**src/rtl/config_loader_pkg.sv**
```systemverilog
// Shared constants, FSM state encoding and sizing helper for the pulser configuration loader.
package config_loader_pkg;

    localparam logic [2:0] HANDSHAKE_DEF = 3'b110;

    typedef enum logic [2:0] {
        S_IDLE  = 3'd0,
        S_MASK  = 3'd1,
        S_COUNT = 3'd2,
        S_DATA  = 3'd3,
        S_CSUM  = 3'd4
    } state_e;

    // Bits needed to index v items; never returns 0 so single-item counters still have a bit.
    function automatic int clog2_min1(input int v);
        int r;
        r = 0;
        while ((1 << r) < v) r = r + 1;
        return (r == 0) ? 1 : r;
    endfunction

endpackage

```
**src/rtl/config_loader_delay_bank.sv**
```systemverilog
// Per-channel delay storage: NUM_ALINES words, synchronous write, registered read.
// Reads see the pre-write contents when the same row is written in the same cycle.
module config_loader_delay_bank #(
    parameter int NUM_ALINES = 16,
    parameter int DELAY_W    = 16,
    parameter int AW         = 4
) (
    input  logic               clk,
    input  logic               rst,
    input  logic               wr_en_i,
    input  logic [AW-1:0]      wr_row_i,
    input  logic [DELAY_W-1:0] wr_data_i,
    input  logic [AW-1:0]      rd_row_i,
    output logic [DELAY_W-1:0] rd_data_o
);

    localparam logic [AW:0] ROWS = (AW+1)'(NUM_ALINES);

    logic [DELAY_W-1:0] mem_q [NUM_ALINES];
    logic [DELAY_W-1:0] rd_q;

    always_ff @(posedge clk) begin
        if (rst) begin
            for (int i = 0; i < NUM_ALINES; i++) begin
                mem_q[i] <= '0;
            end
            rd_q <= '0;
        end else begin
            if (wr_en_i) begin
                mem_q[wr_row_i] <= wr_data_i;
            end
            if ({1'b0, rd_row_i} < ROWS) begin
                rd_q <= mem_q[rd_row_i];
            end else begin
                rd_q <= '0;
            end
        end
    end

    assign rd_data_o = rd_q;

endmodule

```
**src/rtl/config_loader.sv**
```systemverilog
// UART frame parser: handshake, channel mask, A-line count, delay words, XOR checksum.
// Loads per-channel delay banks and serves one A-line row of delays to the sequencer.
module config_loader
    import config_loader_pkg::*;
#(
    parameter int         NUM_CH      = 8,
    parameter int         NUM_ALINES  = 16,
    parameter int         DELAY_W     = 16,
    parameter logic [2:0] HANDSHAKE   = HANDSHAKE_DEF,
    parameter int         TIMEOUT_CYC = 100000,
    localparam int        AW          = clog2_min1(NUM_ALINES)
) (
    input  logic                      clk,
    input  logic                      rst,
    input  logic [7:0]                rx_data,
    input  logic                      rx_valid,
    input  logic [AW-1:0]             aline_sel,
    output logic [NUM_CH*DELAY_W-1:0] ch_delay,
    output logic [NUM_CH-1:0]         channel_select,
    output logic [AW:0]               aline_count,
    output logic                      busy,
    output logic                      cfg_done,
    output logic                      cfg_err,
    output logic [2:0]                dbg_state_o
);

    localparam int MB  = (NUM_CH + 7) / 8;
    localparam int WB  = DELAY_W / 8;
    localparam int CW  = clog2_min1(NUM_CH);
    localparam int BW  = clog2_min1(WB);
    localparam int MBW = clog2_min1(MB);
    localparam int TW  = clog2_min1(TIMEOUT_CYC + 1);

    state_e             state_q;
    logic [MB*8-1:0]    mask_q;
    logic [NUM_CH-1:0]  sel_q;
    logic [AW:0]        cnt_q;
    logic [AW:0]        n_q;
    logic [AW-1:0]      a_q;
    logic [CW-1:0]      ch_q;
    logic [BW-1:0]      byte_q;
    logic [MBW-1:0]     mbyte_q;
    logic [DELAY_W-1:0] word_q;
    logic [7:0]         csum_q;
    logic [TW-1:0]      timer_q;
    logic               busy_q;
    logic               done_q;
    logic               err_q;

    logic [7:0]         csum_d;
    logic [DELAY_W-1:0] word_d;
    logic [MB*8-1:0]    mask_d;
    logic               word_last;
    logic               ch_last;
    logic               row_last;
    logic               mask_last;
    logic               count_bad;
    logic               timeout_hit;
    logic               wr_fire;
    logic [NUM_CH-1:0]  wr_en;

    // Bytes arrive MSB first, so each new byte shifts in at the bottom.
    always_comb begin
        csum_d      = csum_q ^ rx_data;
        word_d      = DELAY_W'({word_q, rx_data});
        mask_d      = (MB*8)'({mask_q, rx_data});
        word_last   = (byte_q == BW'(WB - 1));
        ch_last     = (ch_q == CW'(NUM_CH - 1));
        row_last    = ({1'b0, a_q} == (n_q - 1'b1));
        mask_last   = (mbyte_q == MBW'(MB - 1));
        count_bad   = (rx_data == 8'd0) || (int'(rx_data) > NUM_ALINES);
        timeout_hit = (timer_q == TW'(TIMEOUT_CYC - 1));
        wr_fire     = (state_q == S_DATA) && rx_valid && word_last;
    end

    // Unmasked channels still consume their word; only the write is suppressed.
    always_comb begin
        wr_en = '0;
        for (int c = 0; c < NUM_CH; c++) begin
            wr_en[c] = wr_fire && (ch_q == CW'(c)) && mask_q[c];
        end
    end

    always_ff @(posedge clk) begin
        if (rst) begin
            state_q <= S_IDLE;
            mask_q  <= '0;
            sel_q   <= '0;
            cnt_q   <= '0;
            n_q     <= '0;
            a_q     <= '0;
            ch_q    <= '0;
            byte_q  <= '0;
            mbyte_q <= '0;
            word_q  <= '0;
            csum_q  <= '0;
            timer_q <= '0;
            busy_q  <= 1'b0;
            done_q  <= 1'b0;
            err_q   <= 1'b0;
        end else begin
            done_q  <= 1'b0;
            err_q   <= 1'b0;
            timer_q <= (busy_q && !rx_valid) ? timer_q + 1'b1 : '0;
            if (state_q == S_IDLE) begin
                if (rx_valid && (rx_data[7:5] == HANDSHAKE)) begin
                    state_q <= S_MASK;
                    busy_q  <= 1'b1;
                    csum_q  <= '0;
                    mbyte_q <= '0;
                end
            end else if (rx_valid) begin
                csum_q <= csum_d;
                case (state_q)
                    S_MASK: begin
                        mask_q  <= mask_d;
                        mbyte_q <= mbyte_q + 1'b1;
                        if (mask_last) begin
                            state_q <= S_COUNT;
                        end
                    end
                    S_COUNT: begin
                        if (count_bad) begin
                            state_q <= S_IDLE;
                            busy_q  <= 1'b0;
                            err_q   <= 1'b1;
                        end else begin
                            n_q     <= (AW+1)'(rx_data);
                            a_q     <= '0;
                            ch_q    <= '0;
                            byte_q  <= '0;
                            state_q <= S_DATA;
                        end
                    end
                    S_DATA: begin
                        word_q <= word_d;
                        if (!word_last) begin
                            byte_q <= byte_q + 1'b1;
                        end else begin
                            byte_q <= '0;
                            if (!ch_last) begin
                                ch_q <= ch_q + 1'b1;
                            end else begin
                                ch_q <= '0;
                                if (row_last) begin
                                    state_q <= S_CSUM;
                                end else begin
                                    a_q <= a_q + 1'b1;
                                end
                            end
                        end
                    end
                    S_CSUM: begin
                        // Including the checksum byte itself, a good frame XORs to zero.
                        if (rx_data == csum_q) begin
                            done_q <= 1'b1;
                            sel_q  <= mask_q[NUM_CH-1:0];
                            cnt_q  <= n_q;
                        end else begin
                            err_q <= 1'b1;
                        end
                        state_q <= S_IDLE;
                        busy_q  <= 1'b0;
                    end
                    default: begin
                        state_q <= S_IDLE;
                        busy_q  <= 1'b0;
                    end
                endcase
            end else if (timeout_hit) begin
                state_q <= S_IDLE;
                busy_q  <= 1'b0;
                err_q   <= 1'b1;
            end
        end
    end

    for (genvar g = 0; g < NUM_CH; g++) begin : g_bank
        config_loader_delay_bank #(
            .NUM_ALINES (NUM_ALINES),
            .DELAY_W    (DELAY_W),
            .AW         (AW)
        ) u_bank (
            .clk       (clk),
            .rst       (rst),
            .wr_en_i   (wr_en[g]),
            .wr_row_i  (a_q),
            .wr_data_i (word_d),
            .rd_row_i  (aline_sel),
            .rd_data_o (ch_delay[g*DELAY_W +: DELAY_W])
        );
    end

    assign channel_select = sel_q;
    assign aline_count    = cnt_q;
    assign busy           = busy_q;
    assign cfg_done       = done_q;
    assign cfg_err        = err_q;
    assign dbg_state_o    = state_q;

endmodule

```
**config.mk**
```make
export PLATFORM = sky130hd
export DESIGN_NAME = config_loader
export DESIGN_NICKNAME = d
export VERILOG_FILES = /design/src/rtl/config_loader_pkg.sv /design/src/rtl/config_loader_delay_bank.sv /design/src/rtl/config_loader.sv
export SDC_FILE = /design/constraint.sdc
export NUM_CORES = 2
export LEC_CHECK = 0
export ABC_AREA = 0
export BUFFER_PORTS_ARGS = -buffer_cell sky130_fd_sc_hd__buf_2
export CAP_MARGIN = 20
export CORE_UTILIZATION = 45
export CTS_CLUSTER_DIAMETER = 30
export CTS_CLUSTER_SIZE = 30
export DETAILED_ROUTE_END_ITERATION = 7
export PLACE_DENSITY = 0.59
export SYNTH_ARGS = -nofsm -noshare
export SYNTH_HDL_FRONTEND = slang
export SYNTH_SLANG_ARGS = --single-unit
```
**constraint.sdc**
```tcl
create_clock -name clk -period 3.4 [get_ports clk]
set_input_delay 0.68 -clock clk [delete_from_list [all_inputs] [get_ports clk]]
set_output_delay 0.68 -clock clk [all_outputs]
set_load 0.01 [all_outputs]
```
### Word-level counts from Yosys, hierarchy flattened

Memory sizes are Yosys's and may differ from the RTL's. A register that Yosys moved wholly into a read port is not among the register bits.
Index checks and enable logic that the tools add are counted.

| storage, ports and cells | value |
|---|---|
| memories kept | 8 |
| output and inout bits | 147 |
| register bits after elaboration | 74 |
| memory bits (writable) | 2048 |
| logic and storage cells | 205 |

| operators by class | value |
|---|---|
| order comparisons | 1 |
| muxes and demuxes | 91 |
| reduce and logical (&&, ||, !) cells | 52 |
| equality and inequality tests | 26 |
| $add $sub $neg | 6 |
| bitwise operators | 6 |

Memories:

| memory | words | width | read ports | clocked after memory_dff | write ports | line | RTL |
|---|---|---|---|---|---|---|---|
| g_bank[0].u_bank.mem_q | 16 | 16 | 1 | 1 | 16 | config_loader_delay_bank.sv:19 | `logic [DELAY_W-1:0] mem_q [NUM_ALINES];` |
| g_bank[1].u_bank.mem_q | 16 | 16 | 1 | 1 | 16 | config_loader_delay_bank.sv:19 |  |
| g_bank[2].u_bank.mem_q | 16 | 16 | 1 | 1 | 16 | config_loader_delay_bank.sv:19 |  |
| g_bank[3].u_bank.mem_q | 16 | 16 | 1 | 1 | 16 | config_loader_delay_bank.sv:19 |  |
| g_bank[4].u_bank.mem_q | 16 | 16 | 1 | 1 | 16 | config_loader_delay_bank.sv:19 |  |
| g_bank[5].u_bank.mem_q | 16 | 16 | 1 | 1 | 16 | config_loader_delay_bank.sv:19 |  |
| 2 more memories | -- | -- | -- | -- | -- | -- |  |

Operators by type and width:

| cell | count |
|---|---|
| $mux 16 | 8 |
| $reduce_or 16->1 | 8 |
| $mux 1 | 50 |
| $mux 4 | 12 |
| $mux 3 | 11 |
| $mux 8 | 3 |
| $logic_and 1x1->1 | 20 |
| $eq 3x3->1 const B | 6 |
| $add 17x1->17 const B | 1 |
| $eq 17x17->1 const B | 1 |
| $reduce_and 4->1 | 4 |
| $eq 3x2->1 const B | 4 |
| $ne 4x3->1 const B | 3 |
| $pmux 3 s3 | 1 |
| $reduce_and 3->1 | 3 |
| $eq 8x8->1 | 1 |
| $gt 8x5->1 const B | 1 |
| $logic_not 8->1 | 1 |
| $ne 2x2->1 const B | 4 |
| $ne 4x4->1 const B | 2 |
| $pmux 4 s2 | 1 |
| $xor 8x8->8 | 1 |
| $reduce_and 7->1 | 1 |
| $eq 3x1->1 const B | 2 |
| other kinds (21) | 33 |

### Depth between registers and ports, before layout

| depth | value |
|---|---|
| depth in word-level cells | 10 |
| mapped depth | 9 |

### Modules after synthesis

Synthesis repeated with hierarchy kept, for this count alone.

| unflattened totals | value |
|---|---|
| cell total of the unflattened synthesis | 7296 |
| area, all modules | 102879.9 µm² |

By module, submodules not included:

| module | seq. area each (µm²) | area each (µm²) | instances | cells an instance |
|---|---|---|---|---|
| config_loader_delay_bank (g_bank[3].u_bank ...) | 8007.7 | 12495.7 | 5 | 860 |
| config_loader_delay_bank (g_bank[2].u_bank) | 8007.7 | 12525.8 | 1 | 864 |
| config_loader_delay_bank (g_bank[0].u_bank) | 8007.7 | 12220.5 | 1 | 857 |
| config_loader_delay_bank (g_bank[1].u_bank) | 8007.7 | 12210.5 | 1 | 854 |
| config_loader | 1481.4 | 3444.6 | 1 | 421 |

### Worst setup path before layout

Ideal clock, no wire load.

| timing | value |
|---|---|
| path kind | in2reg |
| start point | input port rx_valid |
| end point | memory g_bank[6].u_bank.mem_q[0][0] (enable) |
| stages | 7 |
| library setup time | 0.411 ns |
| data arrival time | 2.911 ns |
| slack | 0.078 ns |
| cell sequence | nand4b_1 > nor3b_2 > and2_1 > nand3_2 > buf_2 > clkbuf_1 > o21ai_0 |

RTL lines:

| what | line | RTL |
|---|---|---|
| start: declaration | config_loader.sv:16 | `input logic rx_valid,` |
| end: declaration | config_loader_delay_bank.sv:19 |  |

==> impl_summary.txt <==
----------------------------------------------------
[Synth]
  Mean instance size in the synthesized netlist ... roughly 16 sq um
  Gate Count Post-Synth ... between 6,000 and 7,000
  Cell taking the most area after synthesis ... sky130_fd_sc_hd__edfxtp_1
  Library cell with the highest instance count after synthesis ... sky130_fd_sc_hd__and2_1
  Synthesis-stage register bit count ... 2,250
  Main combinational cell family by area after synthesis ... simple AND/OR/NAND/NOR gates
  Basic-gate share of the synthesized area counting and, or, nand and nor cells ... 0.1550
  Xor/xnor cell area share of the yosys netlist ... 0.002461
  Post-synth EDFFs ... 2,048
  Sequential cell area fraction in the yosys report ... 0.6577
  Most frequent cells after synthesis ... 2,179 x sky130_fd_sc_hd__and2_1, 2,048 x sky130_fd_sc_hd__edfxtp_1, 640 x sky130_fd_sc_hd__mux4_2, 393 x sky130_fd_sc_hd__clkbuf_1, 202 x sky130_fd_sc_hd__dfxtp_1
  Post-Synthesis Net Count ... 6,282
  Largest cells by area after synthesis ... sky130_fd_sc_hd__edfxtp_1 62%, sky130_fd_sc_hd__mux4_2 14%, sky130_fd_sc_hd__and2_1 14%
  Number of distinct library cells after synthesis ... between 60 and 70
  Total number of yosys warnings ... 0
  Area share of the leading cell type in the synthesized netlist ... 0.6171
  Share of synthesized cell area in full adder, half adder and majority cells ... 0.001507
  Post-Synthesis Cell Area ... approximately 100,000 sq um
  Compound-cell area share of the yosys netlist ... 0.01033
  Proportion of synthesized area in mux cells ... 0.1461
  Top flip-flop cell by instance count after synthesis ... sky130_fd_sc_hd__edfxtp_1
  FFs w/ async S/R, synth ... 0

[Timing]
  Setup violators final ... 0
  Post-route clock period utilization ... 0.8230
  Final number of hold-violating endpoints ... 0
  Worst Tran Pin Value ... roughly 1000 ps
  Timing-limited maximum frequency ... between 0.3 and 0.4 GHz
  RSZ-0062 raised after global routing ... no
  Post-route setup slack ... 602.0 ps
  Max Slew Vio Count ... 0
  Max-slew headroom at the worst pin ... 0.3229
  Tightest hold margin ... roughly 110 ps
  Aggregate negative setup slack ... 0 ps
  Post-Route Skew ... 93.43 ps
  Shortest clock period the worst path allows after layout ... 2798 ps

[Placed design]
  Post-placement worst setup slack ... 428.8 ps
  Number of buffers added on ports ... about 160
  Half-perimeter wire length of the detailed placement result ... 162.2 mm
  Total cell area at the placement stage ... approximately 110,000 sq um
  Final weighted congestion in routability-driven placement ... 0.7867

[Route]
  Number of nets still failing antenna checks after routing ... 0
  Routed WL per cell ... 27.26 um
  Vias post-DR ... roughly 56,000
  Iteration count of the initial detailed-routing pass ... 5
  Post-Route WL ... 275.1 mm
  Count of unresolved DRC violations after routing ... 0
  Post-detailed-route via-to-cell ratio ... around 5.5
  Detailed router's first-iteration violation count ... 5,598

[Critical path]
  Critical path launch point type ... register
  Critical path type ... reg2reg
  CP max FO ... 32
  Worst EP arrival ... around 3500 ps
  Required time at the worst-slack endpoint ... 4070 ps
  Sort of element at the end of the critical path ... register

[Die]
  Cell row count ... between 150 and 200
  Placeable Area ... between 200,000 and 250,000 sq um
  Initial core utilization ... 0.4531
  Die footprint ... 223,300 sq um
  Overall die width ... between 400 and 500 um
  Die height ... approximately 470 um
  Number of ports placed on the die boundary ... 162

[Global route]
  Maximum number of pins on one net before global-route repair ... between 100 and 150
  Global-route wire length before repair ... between 300 and 400 mm
  Total Routing Usage GR ... 0.2473
  Antenna violations before repair ... 26
  Remaining global-route overflow ... 0
  Number of global-route vias before repair ... between 50,000 and 60,000

[Power]
  Largest voltage drop on the vdd net ... 0.4698 mV
  Total power ... between 0.08 and 0.09 W
  Ratio of total power to cell area ... 683.6 nW/um^2
  Leakage ... 43.59 nW

[Clock network]
  Clock tree from TritonCTS ... built
  Post-CTS setup buffer count ... 0
  Clk buf depth ... 4
  Count of clock tree sinks ... 2,250
  Clock buffers created by TritonCTS ... ~500
  Register clock-pin slew on the reported worst setup and hold paths ... 50 ps
  Worst-skew pair later-pin latency ... 1000 ps
  Level count of the clock H-tree ... 5
  Post-CTS resize count ... 0
  Root Buffer Master ... sky130_fd_sc_hd__clkbuf_16
  Number of buffers added to fix hold violations after cts ... 0

[Final layout]
  Relative area change from synthesis to final layout ... 22.56%
  Layout Nets ... approximately 6,700
  Post-route design area ... approximately 120,000 sq um
  Fraction of final layout cells sized beyond drive strength 1 ... 0.3017

[Min path]
  Classification of the worst-slack hold path ... in2reg

[Run status]
  Run status ... finished clean

[Job]
  Max-cap violation count ... 0

----------------------------------------------------
==> metrics by stage <==
| stage | instances | util |
|---|---|---|
| 3_5_place_dp | 9188 | 0.4795 |
| 4_1_cts | 10090 | 0.5552 |
| 5_1_grt | 10090 | 0.5552 |
| 2_1_floorplan | 6255 | - |
| 6_report | 10090 | 0.5553 |
| 3_3_place_gp | 9188 | 0.4795 |
==> final timing paths <==
check	startpoint	endpoint	slack, ps	cells past startpoint
hold reg to reg	timer_q[0]	timer_q[0]	440	1
hold / removal	rst	csum_q[2]	110	2
setup reg to reg	dbg_state_o[0]	g_bank[5].u_bank.mem_q[11][4]	600	7
setup / recovery	dbg_state_o[0]	g_bank[5].u_bank.mem_q[11][4]	600	7
==> sequential cells by signal (all words and copies together) (netlist names), 3 cells and up <==
| name | flops |
|---|---|
| g_bank.u_bank.rd_data_o | 128 |
| g_bank.u_bank.mem_q | 2048 |
| timer_q | 17 |
| word_q | 8 |
| n_q | 5 |
| a_q | 4 |
| channel_select | 8 |
| ch_q | 3 |
| dbg_state_o | 3 |
| mask_q | 8 |
| csum_q | 8 |
| aline_count | 5 |
==> where the power goes <==
group / switching, W / internal [W] / total, W
combinational: 0.00224 / 0.00180 / 0.00404
sequential: 0.000495 / 0.0315 / 0.0320
clock: 0.0150 / 0.0324 / 0.0474
==> worst max-delay path: stages, from the launching register on <==
cell	delay [ps]
sky130_fd_sc_hd__dfxtp_1	560
sky130_fd_sc_hd__nand4b_1	210
sky130_fd_sc_hd__nor3b_2	310
sky130_fd_sc_hd__and2_1	270
sky130_fd_sc_hd__nand3_2	190
sky130_fd_sc_hd__buf_4	330
sky130_fd_sc_hd__o21ai_1	430
sky130_fd_sc_hd__buf_12	210
==> routing by layer <==
layer	global-route usage	wire length (um)	vias to the layer above
li1	-	-	24020
met1	0.3438	114600	28950
met2	0.3924	131400	2200
met3	0.04913	21470	437
met4	0.07808	7569	4
met5	0	23	-
==> layout make-up <==
cell class,instances,area (sq um)
diodes,5,12.51
well taps,2958,3701
clock inverters,321,3792
repair buffers,565,4541
clock buffers,578,12860
multi-input cells,3404,31600
inverters,11,48.80
fillers,17210,97810
flip-flops and latches,2250,65570
==> cells by family after synthesis <==
kind of cell	Yosys count
AO/OA/AOI/OAI	193
XOR/XNOR	28
adder cells (fa/ha/maj)	12
buffers and inverters	601
flip-flops	2250
multiplexers	655
AND/OR/NAND/NOR	2516
==> layout by cell type (no fill, tap or decap), types with 8 or more instances in the layout <==
| cell | instances |
|---|---|
| sky130_fd_sc_hd__nand2_1 | 67 |
| sky130_fd_sc_hd__clkinv_1 | 54 |
| sky130_fd_sc_hd__nor2_4 | 10 |
| sky130_fd_sc_hd__bufinv_16 | 76 |
| sky130_fd_sc_hd__mux2i_1 | 15 |
| sky130_fd_sc_hd__dfxtp_1 | 194 |
| sky130_fd_sc_hd__ha_1 | 12 |
| sky130_fd_sc_hd__clkinv_2 | 92 |
| sky130_fd_sc_hd__clkinvlp_4 | 60 |
| sky130_fd_sc_hd__xor2_1 | 14 |
| sky130_fd_sc_hd__dfxtp_4 | 8 |
| sky130_fd_sc_hd__inv_6 | 16 |
| sky130_fd_sc_hd__buf_2 | 149 |
| sky130_fd_sc_hd__buf_4 | 359 |
| sky130_fd_sc_hd__a21oi_1 | 37 |
| sky130_fd_sc_hd__clkinv_4 | 18 |
| sky130_fd_sc_hd__clkbuf_16 | 489 |
| sky130_fd_sc_hd__o21ai_0 | 10 |
| sky130_fd_sc_hd__mux4_2 | 640 |
| sky130_fd_sc_hd__clkbuf_1 | 60 |
| sky130_fd_sc_hd__nor2_1 | 85 |
| sky130_fd_sc_hd__edfxtp_1 | 2048 |
| sky130_fd_sc_hd__nand3_2 | 11 |
| sky130_fd_sc_hd__nor2_2 | 84 |
| sky130_fd_sc_hd__inv_1 | 10 |
| sky130_fd_sc_hd__nand3_1 | 17 |
| sky130_fd_sc_hd__o21ai_2 | 35 |
| sky130_fd_sc_hd__buf_12 | 51 |
| sky130_fd_sc_hd__o21ai_1 | 94 |
| sky130_fd_sc_hd__xnor2_1 | 14 |
| sky130_fd_sc_hd__clkbuf_8 | 29 |
| sky130_fd_sc_hd__and2_1 | 2179 |
No activity file was read; power rests on OpenSTA's default activity.
